==> config.mk <==
export PLATFORM = sky130hd
export DESIGN_NAME = packet_arbiter
export DESIGN_NICKNAME = d
export VERILOG_FILES = /design/src/rtl/packet_arbiter.sv
export SDC_FILE = /design/constraint.sdc
export NUM_CORES = 1
export LEC_CHECK = 0
export CAP_MARGIN = 20
export CORE_ASPECT_RATIO = 0.8
export CORE_UTILIZATION = 25
export CTS_CLUSTER_SIZE = 20
export DETAILED_ROUTE_END_ITERATION = 16
export PLACE_DENSITY = 0.64
export REMOVE_ABC_BUFFERS = 1
export SYNTH_ARGS = -nofsm -noshare
export SYNTH_HDL_FRONTEND = slang
export SYNTH_SLANG_ARGS = --single-unit
==> constraint.sdc <==
create_clock -name clock -period 2.03 [get_ports clock]
set_input_delay 0.3045 -clock clock [delete_from_list [all_inputs] [get_ports clock]]
set_output_delay 0.3045 -clock clock [all_outputs]
set_load 0.01 [all_outputs]
==> src/rtl/packet_arbiter.sv <==
// packet_arbiter: round-robin arbiter merging PORTS valid/ready/last packet
// streams into one registered output stream, one whole packet per grant.
//   clock, reset_n       : rising-edge clock, synchronous active-low reset
//   valid_i/last_i/data_i: per-port upstream beats (port p at data_i[p*WIDTH +: WIDTH])
//   ready_o              : per-port accept, only the granted port can be high
//   valid_o/last_o/data_o: registered downstream beat, accepted by ready_i
//   grant_o              : current or most recent granted port
//   busy_o               : a packet is in progress
module packet_arbiter #(
  parameter int unsigned WIDTH = 8,
  parameter int unsigned PORTS = 4,
  parameter int unsigned GBITS = 2
) (
  input  logic                   clock,
  input  logic                   reset_n,
  input  logic [PORTS-1:0]       valid_i,
  output logic [PORTS-1:0]       ready_o,
  input  logic [PORTS-1:0]       last_i,
  input  logic [PORTS*WIDTH-1:0] data_i,
  output logic                   valid_o,
  input  logic                   ready_i,
  output logic                   last_o,
  output logic [WIDTH-1:0]       data_o,
  output logic [GBITS-1:0]       grant_o,
  output logic                   busy_o
);

  localparam logic [0:0]       ST_IDLE  = 1'b0;
  localparam logic [0:0]       ST_BUSY  = 1'b1;
  localparam logic [GBITS-1:0] LAST_RST = GBITS'(PORTS - 1);

  logic [0:0]       state_q,  state_d;
  logic [GBITS-1:0] grant_q,  grant_d;
  logic [GBITS-1:0] last_g_q, last_g_d;
  logic             valid_q,  valid_d;
  logic             last_q,   last_d;
  logic [WIDTH-1:0] data_q,   data_d;

  logic [GBITS-1:0] pick_c;
  logic             pick_vld_c;
  logic             beat_valid_c;
  logic             beat_last_c;
  logic [WIDTH-1:0] beat_data_c;
  logic             free_c;
  logic             accept_c;

  // Round-robin search: first requesting port after the previous winner.
  always_comb begin
    logic [GBITS-1:0] cand;
    cand       = '0;
    pick_c     = '0;
    pick_vld_c = 1'b0;
    for (int unsigned i = 1; i <= PORTS; i++) begin
      cand = GBITS'((32'(last_g_q) + i) % PORTS);
      if (!pick_vld_c && valid_i[cand]) begin
        pick_c     = cand;
        pick_vld_c = 1'b1;
      end
    end
  end

  // Only the granted port's inputs are looked at, so others may carry X.
  always_comb begin
    beat_valid_c = valid_i[grant_q];
    beat_last_c  = last_i[grant_q];
    beat_data_c  = data_i[32'(grant_q) * WIDTH +: WIDTH];
  end

  // Output register can take a beat when empty or draining this cycle.
  assign free_c   = !valid_q || ready_i;
  assign accept_c = (state_q == ST_BUSY) && beat_valid_c && free_c;

  // ready depends on state, output register and ready_i only, never valid_i.
  always_comb begin
    ready_o = '0;
    if (state_q == ST_BUSY) begin
      ready_o[grant_q] = free_c;
    end
  end

  // Next-state and output-register update.
  always_comb begin
    state_d  = state_q;
    grant_d  = grant_q;
    last_g_d = last_g_q;
    valid_d  = valid_q;
    last_d   = last_q;
    data_d   = data_q;

    if (valid_q && ready_i) begin
      valid_d = 1'b0;
    end
    // A new load overrides the drain so back-to-back beats leave no bubble.
    if (accept_c) begin
      valid_d = 1'b1;
      data_d  = beat_data_c;
      last_d  = beat_last_c;
    end

    case (state_q)
      ST_IDLE: begin
        if (pick_vld_c) begin
          grant_d = pick_c;
          state_d = ST_BUSY;
        end
      end
      ST_BUSY: begin
        if (accept_c && beat_last_c) begin
          last_g_d = grant_q;
          state_d  = ST_IDLE;
        end
      end
      default: state_d = ST_IDLE;
    endcase
  end

  always_ff @(posedge clock) begin
    if (!reset_n) begin
      state_q  <= ST_IDLE;
      grant_q  <= '0;
      last_g_q <= LAST_RST;
      valid_q  <= 1'b0;
      last_q   <= 1'b0;
      data_q   <= '0;
    end else begin
      state_q  <= state_d;
      grant_q  <= grant_d;
      last_g_q <= last_g_d;
      valid_q  <= valid_d;
      last_q   <= last_d;
      data_q   <= data_d;
    end
  end

  assign valid_o = valid_q;
  assign last_o  = last_q;
  assign data_o  = data_q;
  assign grant_o = grant_q;
  assign busy_o  = (state_q == ST_BUSY);

endmodule

==> metrics.yaml, run 1 <==
viasPerCell: 4.95
rows: 19
status: "complete, no violations"
drive_gt1_frac: 0.141
drc: 0
reg2reg_setup_slack_ps: 360
post-dp-hpwl_mm: 2.14
p_sw_mw: 0.267
p_total_mw: 0.972
synthMuxAreaShare: 0.335
place_inst: 194
track_usage: 0.135
antennaDiodeCount: 0
arrival_ps: 1470
path_max_fanout: 4
cts_tree: "built"
dp_worst_setup_slack_ps: -1.58
worst_pin_slew_ps: 457
ys_seq_area_frac: 0.311
cts_root_buf: "clkbuf_8"
yosys.area.top_type: "dfxtp_1"
grt_pass1_wl_mm: 4.36
holdPathStages: 2
worstReg2RegStart: "grant_o[0]"
io_pins: 60
synth_xor_area_frac: 0
firstDrtPassIters: 4
first_global_vias: 977
synth_adder_area_share: 0
worstPathRequired_ps: 1730
setup_viol: 0
yosysMostFrequentCell: "dfxtp_1"
async_flop_share: 0
slew_violations: 0
synthFlopType: "dfxtp_1"
maxSlewHeadroom: 0.694
synth_area_um2: 965
fin_ws_ps: 259
fin_crit_ps: 1770
worstSetupPathType: "in -> out"
die_h_um: 57.6
synth.cells.most_frequent: "dfxtp_1 (15), mux2i_1 (12), nor2b_1 (10), mux4_2 (9), nand2_1 (4)"
intPower_mw: 0.704
r2r_cells: 6
syn_to_final_growth_pct: 74.1
synthSimpleGateAreaFrac: 0.157
wl_mm: 2.71
switching_share: 0.275
ant_nets: 0
startpoint: "ready_i"
synth_compound_area_frac: 0.136
initial_core_util: 0.271
synth_top_area_frac: 0.311
cts_max_path_buffers: 2
gp_congestion: 0.871
ir_worst_vdd_mv: 0.285
power_frac_seq: 0.364
synth_edf_count: 0
grt_max_degree: 16
synth_top_family_by_area: "multiplexers"
synthTopCellsByArea: "dfxtp_1 (31%), mux4_2 (21%), mux2i_1 (12%)"
clockPowerShare: 0.245
finalNonFillerCells: 198
ys_seq_elements: 15
clock.fmax_mhz: 565
h-tree-depth: 1
drv_cap: 0
rsz0062_at_grt: "no"
die_x_um: 71.5
grt_antenna_before_repair: 0
cts_hold_buf: 0
wl_per_cell_um: 13.7
period_share: 0.873
skew_ps: 4.14
vias: 980
yosys_warnings: 0
yosysUniqueCellTypes: 33
cts_buffers: 3
clkLatencyLatePin_ps: 240
drtIter0Drc: 40
hp-class: "reg -> reg"
dieArea_um2: 4110
power_leakage_nw: 0.719
overflow: 0
power_frac_comb: 0.391
reg2reg_to: "data_o[7]"
p_per_area_nw_per_um2: 579
endpoint_kind: "output pin"
hold_path_end: "last_o"
synth_cells: 91
core-area_um2: 3570
clock-sinks: 15
hp-start: "last_o"
finalHoldViolations: 0
port_buffers: 59
start_kind: "input pin"
clkTransAtPathRegs_ps: 60
nets: 200
avgSynthCellArea_um2: 10.6
## cells by family (layout without fill, tap and decap cells)
family          count (synthesis)  after routing
mux                            21             21
compound gates                 18             18
buf+inv                        10             75
flops                          15             15
simple gates                   27             27
## cells in the final DEF (no fill, tap or decap), types with 2 or more instances in the layout
master            n
buf_4             9
dlymetal6s2s_1    3
nor2b_1          10
dfxtp_1          15
a21o_1            3
clkdlybuf4s50_1  55
nor3_1            3
nor2_1            3
mux4_2            9
o21ai_0           2
a31oi_1           2
inv_1             3
nand2_1           4
mux2i_1          12
nand2b_1          2
clkbuf_8          3
## worst max-delay path by stage
stage / endpoint / slack [ps] / cells after the start
6_report: ready_o[0] / 260 / 5
5_1_grt: data_o[7] / 200 / 6
4_1_cts: ready_o[2] / 20 / 5
3_5_place_dp: ready_o[0] / -2 / 5
3_3_place_gp: ready_o[2] / 50 / 5
2_1_floorplan: last_g_q[0] / 7 / 4
## area by class of cell
cell class	count	area, µm²
Clock buffer	4	45.0
Inverter	3	11.3
Tap cell	42	52.6
Multi-Input combinational cell	66	606
Timing Repair Buffer	68	664
Sequential cell	15	300
Fill cell	343	1890
## per-layer routing
metal	vias to the layer above	part of all wire	global-route usage	routed length, µm
li1	474	-	-	-
met1	452	0.42	0.163	1150
met2	52	0.46	0.229	1260
met3	2	0.10	0.0442	273
met4	0	0.011	0.0448	29
met5	-	0	0	0
## flip-flops by register name, indices dropped and copies added, names as in the netlist
| register | count |
|---|---|
| valid_o | 1 |
| data_o | 8 |
| last_g_q | 2 |
| grant_o | 2 |
| busy_o | 1 |
| last_o | 1 |
## power by group through the flow
| stage | registers, mW | clock network, mW | logic (mW) |
|---|---|---|---|
| final | 0.353 | 0.238 | 0.380 |
| after global routing | 0.358 | 0.260 | 0.412 |
| after CTS | 0.353 | 0.245 | 0.385 |
| after detailed placement | 0.359 | 0 | 0.384 |
| after global placement | 0.358 | 0 | 0.379 |
| after floorplan | 0.385 | 0 | 0.149 |
## repair_timing
action,CTS,global route
endpoints found under the setup margin,1,3
gates resized for setup,1,3
setup buffers,0,0
## through the flow
| step | instance area, µm² | hold WS [ps] | util | setup TNS (ps) |
|---|---|---|---|---|
| floorplan | 917 | 433 | - | 0 |
| global placement | 1630 | 461 | 0.456 | 0 |
| detailed placement | 1630 | 452 | 0.456 | -1.58 |
| CTS | 1670 | 470 | 0.469 | 0 |
| global route | 1680 | 514 | 0.471 | 0 |
| finish | 1680 | 475 | 0.471 | 0 |
## worst max-delay path, stage by stage
cell and delay [ps]:
clkdlybuf4s50_1 450, nand2b_1 160, nand2_1 90, nor3_1 170, dlygate4sd2_1 290
(Power assumes the default switching activity.)
==> inputs of run 2 (changes only) <==
==> constraint.sdc (replaced) <==
create_clock -name clock -period 2.1 [get_ports clock]
set_input_delay 0.315 -clock clock [delete_from_list [all_inputs] [get_ports clock]]
set_output_delay 0.315 -clock clock [all_outputs]
set_load 0.01 [all_outputs]
==> run 2 against run 1 <==
Against the previous run: clock power decreased by 4%; setup slack got worse by 160 ps; cell area unchanged; sequential share of layout area unchanged; largest power group unchanged.
==> metrics.yaml, run 2 (synthesis gave the netlist of run 1 again) <==
worstPathRequired_ps: 1780
track_usage: 0.136
ir_worst_vdd_mv: 0.259
crit_chain: "clkdlybuf4s50_1 > nand2b_2 > nand3_1 > nor2_1 > clkdlybuf4s50_1"
slowest_delay_ps: 550
maxSlewHeadroom: 0.681
multiInputGateArea_um2: 608
ant_nets: 0
fin_crit_ps: 2000
syn_to_final_growth_pct: 74.1
slowest_stage: "clkdlybuf4s50_1"
clock.fmax_mhz: 501
switching_share: 0.275
clockPowerShare: 0.242
clkLatencyLatePin_ps: 240
first_global_vias: 1001
seqCellArea_um2: 300
post_cts_buffers: 0
h-tree-depth: 1
skew_ps: 2.43
largest_register_ffs: 8
die_x_um: 71.5
viasPerCell: 4.85
rsz0062_at_grt: "no"
p_sw_mw: 0.260
io_pins: 60
power_frac_comb: 0.395
period_share: 0.951
drc: 0
p_per_area_nw_per_um2: 562
finalNonFillerCells: 196
drtIter0Drc: 16
drive_gt1_frac: 0.143
layout_commonest_cell: "clkdlybuf4s50_1"
post-dp-hpwl_mm: 2.18
finalHoldViolations: 0
fill_cells: 351
drv_cap: 0
dp_worst_setup_slack_ps: 12.5
initial_core_util: 0.271
worst_pin_slew_ps: 477
overflow: 0
grt_antenna_before_repair: 0
finalSetupTns_ps: 0
ctsResizeCount: 0
firstDrtPassIters: 4
wl_per_cell_um: 13.8
worstSetupPathType: "in -> out"
clock-sinks: 15
core-area_um2: 3570
dieArea_um2: 4110
gp_congestion: 0.841
place_inst: 192
holdWs_ps: 460
mostFrequentLayoutCells: "clkdlybuf4s50_1 (57), dfxtp_1 (15), mux2i_1 (12)"
hp-class: "reg -> reg"
grt_max_degree: 16
path_max_fanout: 4
start_kind: "input pin"
rows: 19
crit_path_frequent_cell: "clkdlybuf4s50_1"
vias: 951
arrival_ps: 1680
cts_hold_buf: 0
cts_max_path_buffers: 2
fin_ws_ps: 102
setup_viol: 0
nets: 198
port_buffers: 59
cts_buffers: 3
endpoint_kind: "output pin"
finish.utilization: 0.471
slew_violations: 0
power_leakage_nw: 0.694
wl_mm: 2.71
die_h_um: 57.6
intPower_mw: 0.683
status: "complete, no violations"
clkTransAtPathRegs_ps: 60
cts_root_buf: "clkbuf_8"
cts_tree: "built"
grt_pass1_wl_mm: 4.35
power_frac_seq: 0.363
antennaDiodeCount: 0
## run 2: cell types whose count changed in the layout (fill, tap and decap cells not counted), sizes merged
cell	change
buf	-2
clkdlybuf4s50	+2
clkbuf	-1
clkinv	+1
dlygate4sd2	-1
dlymetal6s2s	-1
## run 2: final cells by class
class	instances	area share
Clock buffer	3	0.0246
Timing Repair Buffer	66	0.393
Sequential cell	15	0.179
Multi-Input combinational cell	66	0.362
Clock inverter	1	0.00298
Tap cell	42	0.0313
Inverter	3	0.00671
## run 2: path summary, 6_finish.rpt
check        startpoint     endpoint  slack [ps]  cells after the start
max             ready_i   ready_o[3]         100                      5
min              last_o       last_o         460                      2
max reg2reg  grant_o[0]  last_g_q[1]         450                      6
min reg2reg      last_o       last_o         460                      2
## run 2: per-stage QoR
| step | total power, mW | area, µm² |
|---|---|---|
| final | 0.943 | 1680 |
| after global routing | 1.00 | 1680 |
| after CTS | 0.959 | 1670 |
| after detailed placement | 0.724 | 1630 |
| after global placement | 0.716 | 1630 |
| after floorplan | 0.516 | 917 |
## run 2: per-layer routing
layer  track usage  share of wire
met1         0.143           0.41
met2         0.267           0.51
met3        0.0389          0.073
met4        0.0336          0.010
met5             0              0
## run 2: power groups by stage
stage / Combinational, mW / Clock [mW] / Sequential [mW]
after floorplan: 0.144 / 0 / 0.372
after global placement: 0.370 / 0 / 0.347
after detailed placement: 0.376 / 0 / 0.348
after CTS: 0.378 / 0.239 / 0.342
after global routing: 0.402 / 0.253 / 0.347
final: 0.373 / 0.228 / 0.342
## run 2: critical path, delay by kind of cell
kind | cells | cell delay (ps)
buffers and inverters | 2 | 1010
AND/OR/NAND/NOR | 3 | 360
